## config.mk

```make
export PLATFORM = sky130hd
export DESIGN_NAME = fetch_hazard_ctrl
export DESIGN_NICKNAME = d
export VERILOG_FILES = /design/src/rtl/fetch_hazard_ctrl.sv
export SDC_FILE = /design/constraint.sdc
export NUM_CORES = 1
export LEC_CHECK = 0
export BUFFER_PORTS_ARGS = -buffer_cell sky130_fd_sc_hd__buf_4
export CAP_MARGIN = 20
export CORE_AREA = 2 2 56 58
export DETAILED_ROUTE_END_ITERATION = 8
export DIE_AREA = 0 0 58 60
export GPL_TIMING_DRIVEN = 1
export PLACE_DENSITY = 0.81
export RECOVER_POWER = 50
export SETUP_SLACK_MARGIN = 0.4
export SYNTH_ARGS = -nofsm -noshare
export SYNTH_HDL_FRONTEND = slang
export SYNTH_SLANG_ARGS = --single-unit
```

## constraint.sdc

```tcl
create_clock -name clk -period 3.15 [get_ports clk]
set_input_delay 0.4725 -clock clk [delete_from_list [all_inputs] [get_ports clk]]
set_output_delay 0.4725 -clock clk [all_outputs]
set_load 0.02 [all_outputs]
```

## src/rtl/fetch_hazard_ctrl.sv

```systemverilog
// ============================================================================
// Module      : fetch_hazard_ctrl
// Description : Fetch-stage sequencer: boot hold, load-use interlock,
//               taken-branch redirect and ECALL/EBREAK halt/resume.
// Revision    : 1.0
// ============================================================================
`default_nettype none

module fetch_hazard_ctrl #(
    parameter int REG_ADDR_W  = 5,
    parameter int BOOT_CYCLES = 2,
    parameter int LOAD_LAT    = 1,
    parameter int CNT_W       = 16
) (
    input  logic                  clk,
    input  logic                  rst,
    input  logic [REG_ADDR_W-1:0] rs1_d,
    input  logic [REG_ADDR_W-1:0] rs2_d,
    input  logic                  rs1_used_d,
    input  logic                  rs2_used_d,
    input  logic [REG_ADDR_W-1:0] rd_e,
    input  logic                  mem_rd_e,
    input  logic                  br_taken_e,
    input  logic                  halt_d,
    input  logic                  resume,
    output logic                  stall,
    output logic                  flush_f,
    output logic                  flush_d,
    output logic                  pc_r,
    output logic                  halted,
    output logic [CNT_W-1:0]      stall_cnt
);

    localparam int C_BOOT_W    = (BOOT_CYCLES > 1) ? $clog2(BOOT_CYCLES) : 1;
    localparam int C_LU_W      = (LOAD_LAT > 2) ? $clog2(LOAD_LAT - 1) : 1;
    localparam int C_LU_INIT_I = (LOAD_LAT >= 2) ? (LOAD_LAT - 2) : 0;
    localparam logic [C_BOOT_W-1:0] C_BOOT_INIT = C_BOOT_W'(BOOT_CYCLES - 1);
    localparam logic [C_LU_W-1:0]   C_LU_INIT   = C_LU_W'(C_LU_INIT_I);

    typedef enum logic [1:0] {
        S_BOOT     = 2'd0,
        S_RUN      = 2'd1,
        S_LU_STALL = 2'd2,
        S_HALT     = 2'd3
    } state_t;

    state_t                r_state;
    state_t                w_next_state;
    logic [C_BOOT_W-1:0]   r_boot_cnt;
    logic [C_BOOT_W-1:0]   w_boot_cnt_nxt;
    logic [C_LU_W-1:0]     r_lu_cnt;
    logic [C_LU_W-1:0]     w_lu_cnt_nxt;
    logic                  w_hazard;

    // Register index 0 is hardwired zero, so a load targeting it never interlocks.
    assign w_hazard = mem_rd_e && (rd_e != '0) &&
                      ((rs1_used_d && (rs1_d == rd_e)) ||
                       (rs2_used_d && (rs2_d == rd_e)));

    always_ff @(posedge clk) begin
        if (rst) begin
            r_state    <= S_BOOT;
            r_boot_cnt <= C_BOOT_INIT;
            r_lu_cnt   <= '0;
            stall_cnt  <= '0;
        end else begin
            r_state    <= w_next_state;
            r_boot_cnt <= w_boot_cnt_nxt;
            r_lu_cnt   <= w_lu_cnt_nxt;
            if (stall && (stall_cnt != '1)) begin
                stall_cnt <= stall_cnt + 1'b1;
            end
        end
    end

    always_comb begin
        stall          = 1'b0;
        flush_f        = 1'b0;
        flush_d        = 1'b0;
        pc_r           = 1'b0;
        halted         = 1'b0;
        w_next_state   = r_state;
        w_boot_cnt_nxt = r_boot_cnt;
        w_lu_cnt_nxt   = r_lu_cnt;

        if (rst) begin
            flush_f = 1'b1;
            flush_d = 1'b1;
        end else begin
            case (r_state)
                S_BOOT: begin
                    flush_f = 1'b1;
                    flush_d = 1'b1;
                    if (r_boot_cnt == '0) begin
                        w_next_state = S_RUN;
                    end else begin
                        w_boot_cnt_nxt = r_boot_cnt - 1'b1;
                    end
                end
                S_RUN: begin
                    // Branch outranks hazard/halt: the decode instruction is wrong-path.
                    if (br_taken_e) begin
                        pc_r    = 1'b1;
                        flush_f = 1'b1;
                        flush_d = 1'b1;
                    end else if (w_hazard) begin
                        stall   = 1'b1;
                        flush_d = 1'b1;
                        if (LOAD_LAT > 1) begin
                            w_next_state = S_LU_STALL;
                            w_lu_cnt_nxt = C_LU_INIT;
                        end
                    end else if (halt_d) begin
                        stall        = 1'b1;
                        flush_d      = 1'b1;
                        w_next_state = S_HALT;
                    end
                end
                S_LU_STALL: begin
                    if (br_taken_e) begin
                        pc_r         = 1'b1;
                        flush_f      = 1'b1;
                        flush_d      = 1'b1;
                        w_next_state = S_RUN;
                        w_lu_cnt_nxt = '0;
                    end else begin
                        stall   = 1'b1;
                        flush_d = 1'b1;
                        if (r_lu_cnt == '0) begin
                            w_next_state = S_RUN;
                        end else begin
                            w_lu_cnt_nxt = r_lu_cnt - 1'b1;
                        end
                    end
                end
                S_HALT: begin
                    stall   = 1'b1;
                    flush_d = 1'b1;
                    halted  = 1'b1;
                    if (resume) begin
                        w_next_state = S_RUN;
                    end
                end
                default: begin
                    w_next_state = S_BOOT;
                end
            endcase
        end
    end

    a_pc_r_no_stall: assert property (@(posedge clk) disable iff (rst) pc_r |-> !stall);

endmodule

`default_nettype wire

```

## Yosys cells after proc, flatten, opt, wreduce, memory -nomap -nowiden

Cells that the tools add are included.

- Add/subtract/negate cells: 3
- Eq/ne operators: 12
- Muxes and demuxes: 27
- Reduce and logical (&&, ||, !) cells: 11

Operators with widths:

| kind | number |
|---|---|
| adder 16 x 1 -> 16 bit, second input constant | 1 |
| two-way mux 1 bit | 16 |
| inequality test 16 bit, second input constant | 1 |
| two-way mux 2 bit | 7 |
| == test 5 bit | 2 |
| inequality test 2 bit, second input constant | 5 |
| case mux 2 bit (4 select lines) | 1 |
| AND reduction 6 bit | 1 |
| logical AND 1 bit | 5 |
| nonzero test 5 bit | 1 |
| == test 2 bit, second input constant | 2 |
| case mux 1 bit (2 select lines) | 2 |
| inequality test 3 bit, second input constant | 1 |
| case mux 1 bit (3 select lines) | 1 |
| OR reduction 3 bit | 1 |
| == test 2 x 1 -> 1 bit, second input constant | 1 |
| zero test 2 bit | 1 |
| OR reduction 2 bit | 1 |
| subtractor 1 bit, second input constant | 2 |
| logical OR 1 bit | 1 |

- Flip-flop bits (word level): 20
- Input bits: 23
- Output and inout bits: 21
- Word-level logic and storage cells: 57

## Logic depth before layout (Yosys ltp)

- Depth in word-level cells: 9
- Gate-level depth with buffers: 10
- Gate-level depth less buffers: 9

## Worst setup path after synthesis

Ideal clock, no wire load.

- Path kind: register -> register
- Start point: register r_state[0]
- End point: register stall_cnt[14]
- Setup time: 0.071 ns
- Arrival: 2.081 ns
- Required time: 3.079 ns
- Slack: 0.997 ns
- Cell stages (with the launch flop): 9
- Path buffers: 0
- Period minus slack after synthesis: 2.153 ns
- Cells stage by stage: dfxtp_1 > inv_1 > ha_1 > nor4b_2 > o311a_1 > a21boi_4 > a21oi_4 > or4_1 > a21oi_1

- Cells in the longest elaborated chain, start to end: 4
- Elaborated cells between the ends (all ways): 6
- Those cells by class: 3 x eq/ne; 2 x mux; 1 x reduce/logical

Ends and longest elaborated chain:

| element | line | source |
|---|---|---|
| start, declared | 47 | `state_t r_state;` |
| start signal, assigned | 67 | `r_state <= w_next_state;` |
| == test 2 bit / == test 2 x 1 -> 1 bit (equally long branches) | 90 | `case (r_state)` |
| case mux 1 bit (3 select lines) (*) | 90 |  |
| two-way mux 1 bit (*) | 86 | `if (rst) begin` |
| logical AND 1 bit (*) | 70 | `if (stall && (stall_cnt != '1)) begin` |
| end signal, assigned | 71 | `stall_cnt <= stall_cnt + 1'b1;` |
| end, declared | 31 | `output logic [CNT_W-1:0] stall_cnt` |

Mark *: on every way between the ends. The rest lies on a longest branch, timed or not.
A chain may end at the register's enable or synchronous reset.

## Worst setup path after layout

- Start point: register r_state[1]
- End point: output stall

- Cells in the longest elaborated chain, start to end: 3
- Elaborated cells between the ends (all ways): 5
- Those cells by class: 3 x eq/ne; 2 x mux

Ends and longest elaborated chain:

| element | line | source |
|---|---|---|
| == test 2 bit / == test 2 x 1 -> 1 bit (equally long branches) | 90 |  |
| case mux 1 bit (3 select lines) (*) | 90 |  |
| two-way mux 1 bit (*) | 86 |  |
| end, declared | 26 | `output logic stall,` |

Marked as above.

==> run metrics <==
portion of total power attributed to the clock network 26.3%; Synth area leader sky130_fd_sc_hd__dfxtp_1; final setup fails 0; total detailed-routing wirelength 3040 µm; horizontal die dimension 58 µm; Worst path most repeated cell sky130_fd_sc_hd__inv_1; grt ovf 0; average instance area after synthesis 8.50 µm²; power density over the cells between 300 and 400 nW/µm²; slowest stage delay, CP 0.44 ns; Total Power approximately 0.5 mW; power spent charging and discharging nets between 0.15 and 0.2 mW; Clock Pin Slew Worst Setup and Hold Paths 0.12 ns; Min Clock Period, post-route 2.55 ns; Least-Margin Pin Slew 0.627 ns; startpoint type of the worst setup path flop; routability congestion estimate from global placement 0.766; cells traversed along the worst timing path inv_1, ha_1, a21o_1, a21oi_1, nor2_1, a21oi_4, inv_1, buf_4; leading cell types in the layout, fill and taps excluded sky130_fd_sc_hd__buf_4 (25), sky130_fd_sc_hd__dfxtp_1 (19), sky130_fd_sc_hd__clkbuf_1 (18); critical path arrival 2.08 ns; worst voltage drop across the vdd grid 0.253 mV; CTS sink count 19; largest fanout on the critical path 12; overall fraction of global-route tracks in use approximately 18%; Worst Path Required 2.68 ns; post-route ant nets 0; per-cell via count in the routed design 5.58; Critical Path Sink Type output pin; dominant register cell in the synthesized netlist sky130_fd_sc_hd__dfxtp_1; TritonCTS clock tree done; run status finished, final reports clean; antenna diode count 0; final-stage net count approximately 220; number of warnings reported in the yosys synthesis log 0; antenna violations before repair 0; first-pass iteration count of the detailed router 4; Post-Place Cells 220; Synth Net Count between 150 and 200; timing-limited maximum frequency 392 MHz; # IOs 44; area of the core region 2900 µm²; maxcap violations 0; number of gates given a new drive strength after cts 0; detailed-route DRC error count 0; post-synth top area share approximately 30%; fin worst setup slack 0.596 ns; Max-slew headroom 57.7%; layout cells sized above 1 19.9%; Synth-to-Final Area Change 23.4%; synthesized area ~1300 µm²; Die Y-Extent 60 µm; initial core utilization between 40 and 50%; most common library cell in the layout ignoring fill and taps sky130_fd_sc_hd__buf_4; number of distinct library cells after synthesis 37; leakage power total 0.579 nW; number of enable flip-flop cells after synthesis 0; Area contributors post-synth sky130_fd_sc_hd__dfxtp_1 (30%), sky130_fd_sc_hd__ha_1 (7.0%), sky130_fd_sc_hd__xnor2_1 (7.0%); number of setup buffers added after CTS 0; die area 3480 µm²; Hold Path Class in -> reg; share of power burned in registers 50.6%; sequential share of the synthesized area 30.2%; synthesized instance count 148; clk root buf sky130_fd_sc_hd__clkbuf_4; switching part of the total power 30.3%; final hold violations 0; number of fillers in the final layout 292; fraction of synthesis flops using an asynchronous set or reset pin 0%; final setup skew 0.00694 ns; number of input and output port buffers inserted 43; number of placement rows 20; clock latency at the later pin of the worst-skew pair 0.31 ns; fin crit share 81.1%; Initial DRC Count 23; Post-CTS Hold Buffers 0; worst-case clock buffer depth 2; kind of critical path reg -> out; total CTS buffers 3; post-DR wirelength/cell between 10 and 15 µm; Cell Count, Final, Fillers Out 224; Internal Power about 0.35 mW; Max H-tree Level 1; pin count of the biggest net entering global routing 20; first-pass GRT wire length 4940 µm; power share of the combinational group 23.1%; worst slack after detailed placement 0.698 ns; number of vias in the routed layout between 1000 and 1500; synthesis-stage register bit count 19; number of global-route vias before repair 1133; slowest cell on the critical path sky130_fd_sc_hd__dfxtp_1; half-perimeter wire length after detailed placement 2280 µm; final sum of negative setup slack 0 ns; RSZ-0062 raised after global routing no; final-report max-slew violation count 0
-- power by group through the flow --
stage	Combinational (mW)	Clock, mW	Sequential (mW)
2_1_floorplan	0.0696	0	0.257
3_3_place_gp	0.112	0	0.258
3_5_place_dp	0.114	0	0.258
4_1_cts	0.116	0.133	0.253
5_1_grt	0.126	0.145	0.254
6_report	0.115	0.132	0.253
-- cell families (layout without fill, tap and decap cells) --
| family | count (synthesis) | count (layout) | share of synthesized area (%) |
|---|---|---|---|
| xor gates and xnor gates | 11 | 11 | 7.66 |
| adders and majority gates | 7 | 7 | 6.96 |
| buffers and inverters | 16 | 59 | 6.57 |
| DFF | 19 | 19 | 30.2 |
| AOI/OAI and AO/OA | 44 | 44 | 24.7 |
| and+or+nand+nor | 50 | 50 | 23.1 |
| muxes | 1 | 1 | 0.796 |
-- through the flow --
stage / cell area, µm² / utilization, % / hold WS (ns)
after floorplan: 1260 / - / 0.446
after global placement: 1580 / 54.6 / 0.462
after detailed placement: 1580 / 54.6 / 0.465
after CTS: 1610 / 55.5 / 0.457
after global routing: 1550 / 53.4 / 0.468
final: 1550 / 53.4 / 0.462
-- flip-flops by register name, summed over array words and instances, names as in the netlist --
name	count
r_boot_cnt	1
r_state	2
stall_cnt	16
-- area by class of cell --
| cell class | instances | area [µm²] | area share (%) |
|---|---|---|---|
| multi-input combinational | 113 | 802 | 51.7 |
| sequential | 19 | 380 | 24.5 |
| timing repair buffer | 43 | 255 | 16.5 |
| inverter | 12 | 45.0 | 2.90 |
| tap | 33 | 41.3 | 2.66 |
| clock buffer | 3 | 22.5 | 1.45 |
| clock inverter | 1 | 5.00 | 0.323 |
-- path summary, 6_finish.rpt --
check	end	slack, ns	depth (start not counted)	startpoint
worst min-delay path	stall_cnt[4]$_SDFFE_PP0P_	0.46	2	rst
worst max register to register	stall_cnt[14]$_SDFFE_PP0P_	0.70	8	r_state[0]$_SDFFE_PP0P_
worst max-delay path	stall	0.60	8	r_state[1]$_SDFFE_PP0P_
worst min register to register	r_boot_cnt$_SDFFE_PP1P_	0.49	2	r_boot_cnt$_SDFFE_PP1P_
-- worst max-delay path: cells and delay by family, from the launching register on --
| kind | cells | cell delay [ns] |
|---|---|---|
| AO/OA/AOI/OAI | 3 | 0.62 |
| adder cells (fa/ha/maj) | 1 | 0.24 |
| buffers and inverters | 3 | 0.38 |
| flip-flops | 1 | 0.44 |
| AND/OR/NAND/NOR | 1 | 0.10 |
-- cells in the mapped netlist (2+ instances only) --
cell and n:
sky130_fd_sc_hd__o21ai_1 6, sky130_fd_sc_hd__o41ai_1 2, sky130_fd_sc_hd__buf_6 3, sky130_fd_sc_hd__dfxtp_1 19
sky130_fd_sc_hd__a21oi_1 12, sky130_fd_sc_hd__inv_1 12, sky130_fd_sc_hd__nand2_1 8, sky130_fd_sc_hd__and3_1 3
sky130_fd_sc_hd__o21ai_0 5, sky130_fd_sc_hd__nand4_1 5, sky130_fd_sc_hd__or3_1 8, sky130_fd_sc_hd__xnor2_1 10
sky130_fd_sc_hd__or4_1 4, sky130_fd_sc_hd__nor2b_1 2, sky130_fd_sc_hd__o31ai_1 4, sky130_fd_sc_hd__ha_1 7
sky130_fd_sc_hd__nand3_1 9, sky130_fd_sc_hd__nor2_1 6, sky130_fd_sc_hd__a21oi_2 3, sky130_fd_sc_hd__o311ai_0 3
-- routing by layer --
metal	global-route usage [%]	routed length (µm)
met5	0	0
met1	22.5	1370
met2	32.0	1540
met4	3.32	20
met3	4.55	108
(Power assumes the default switching activity.)
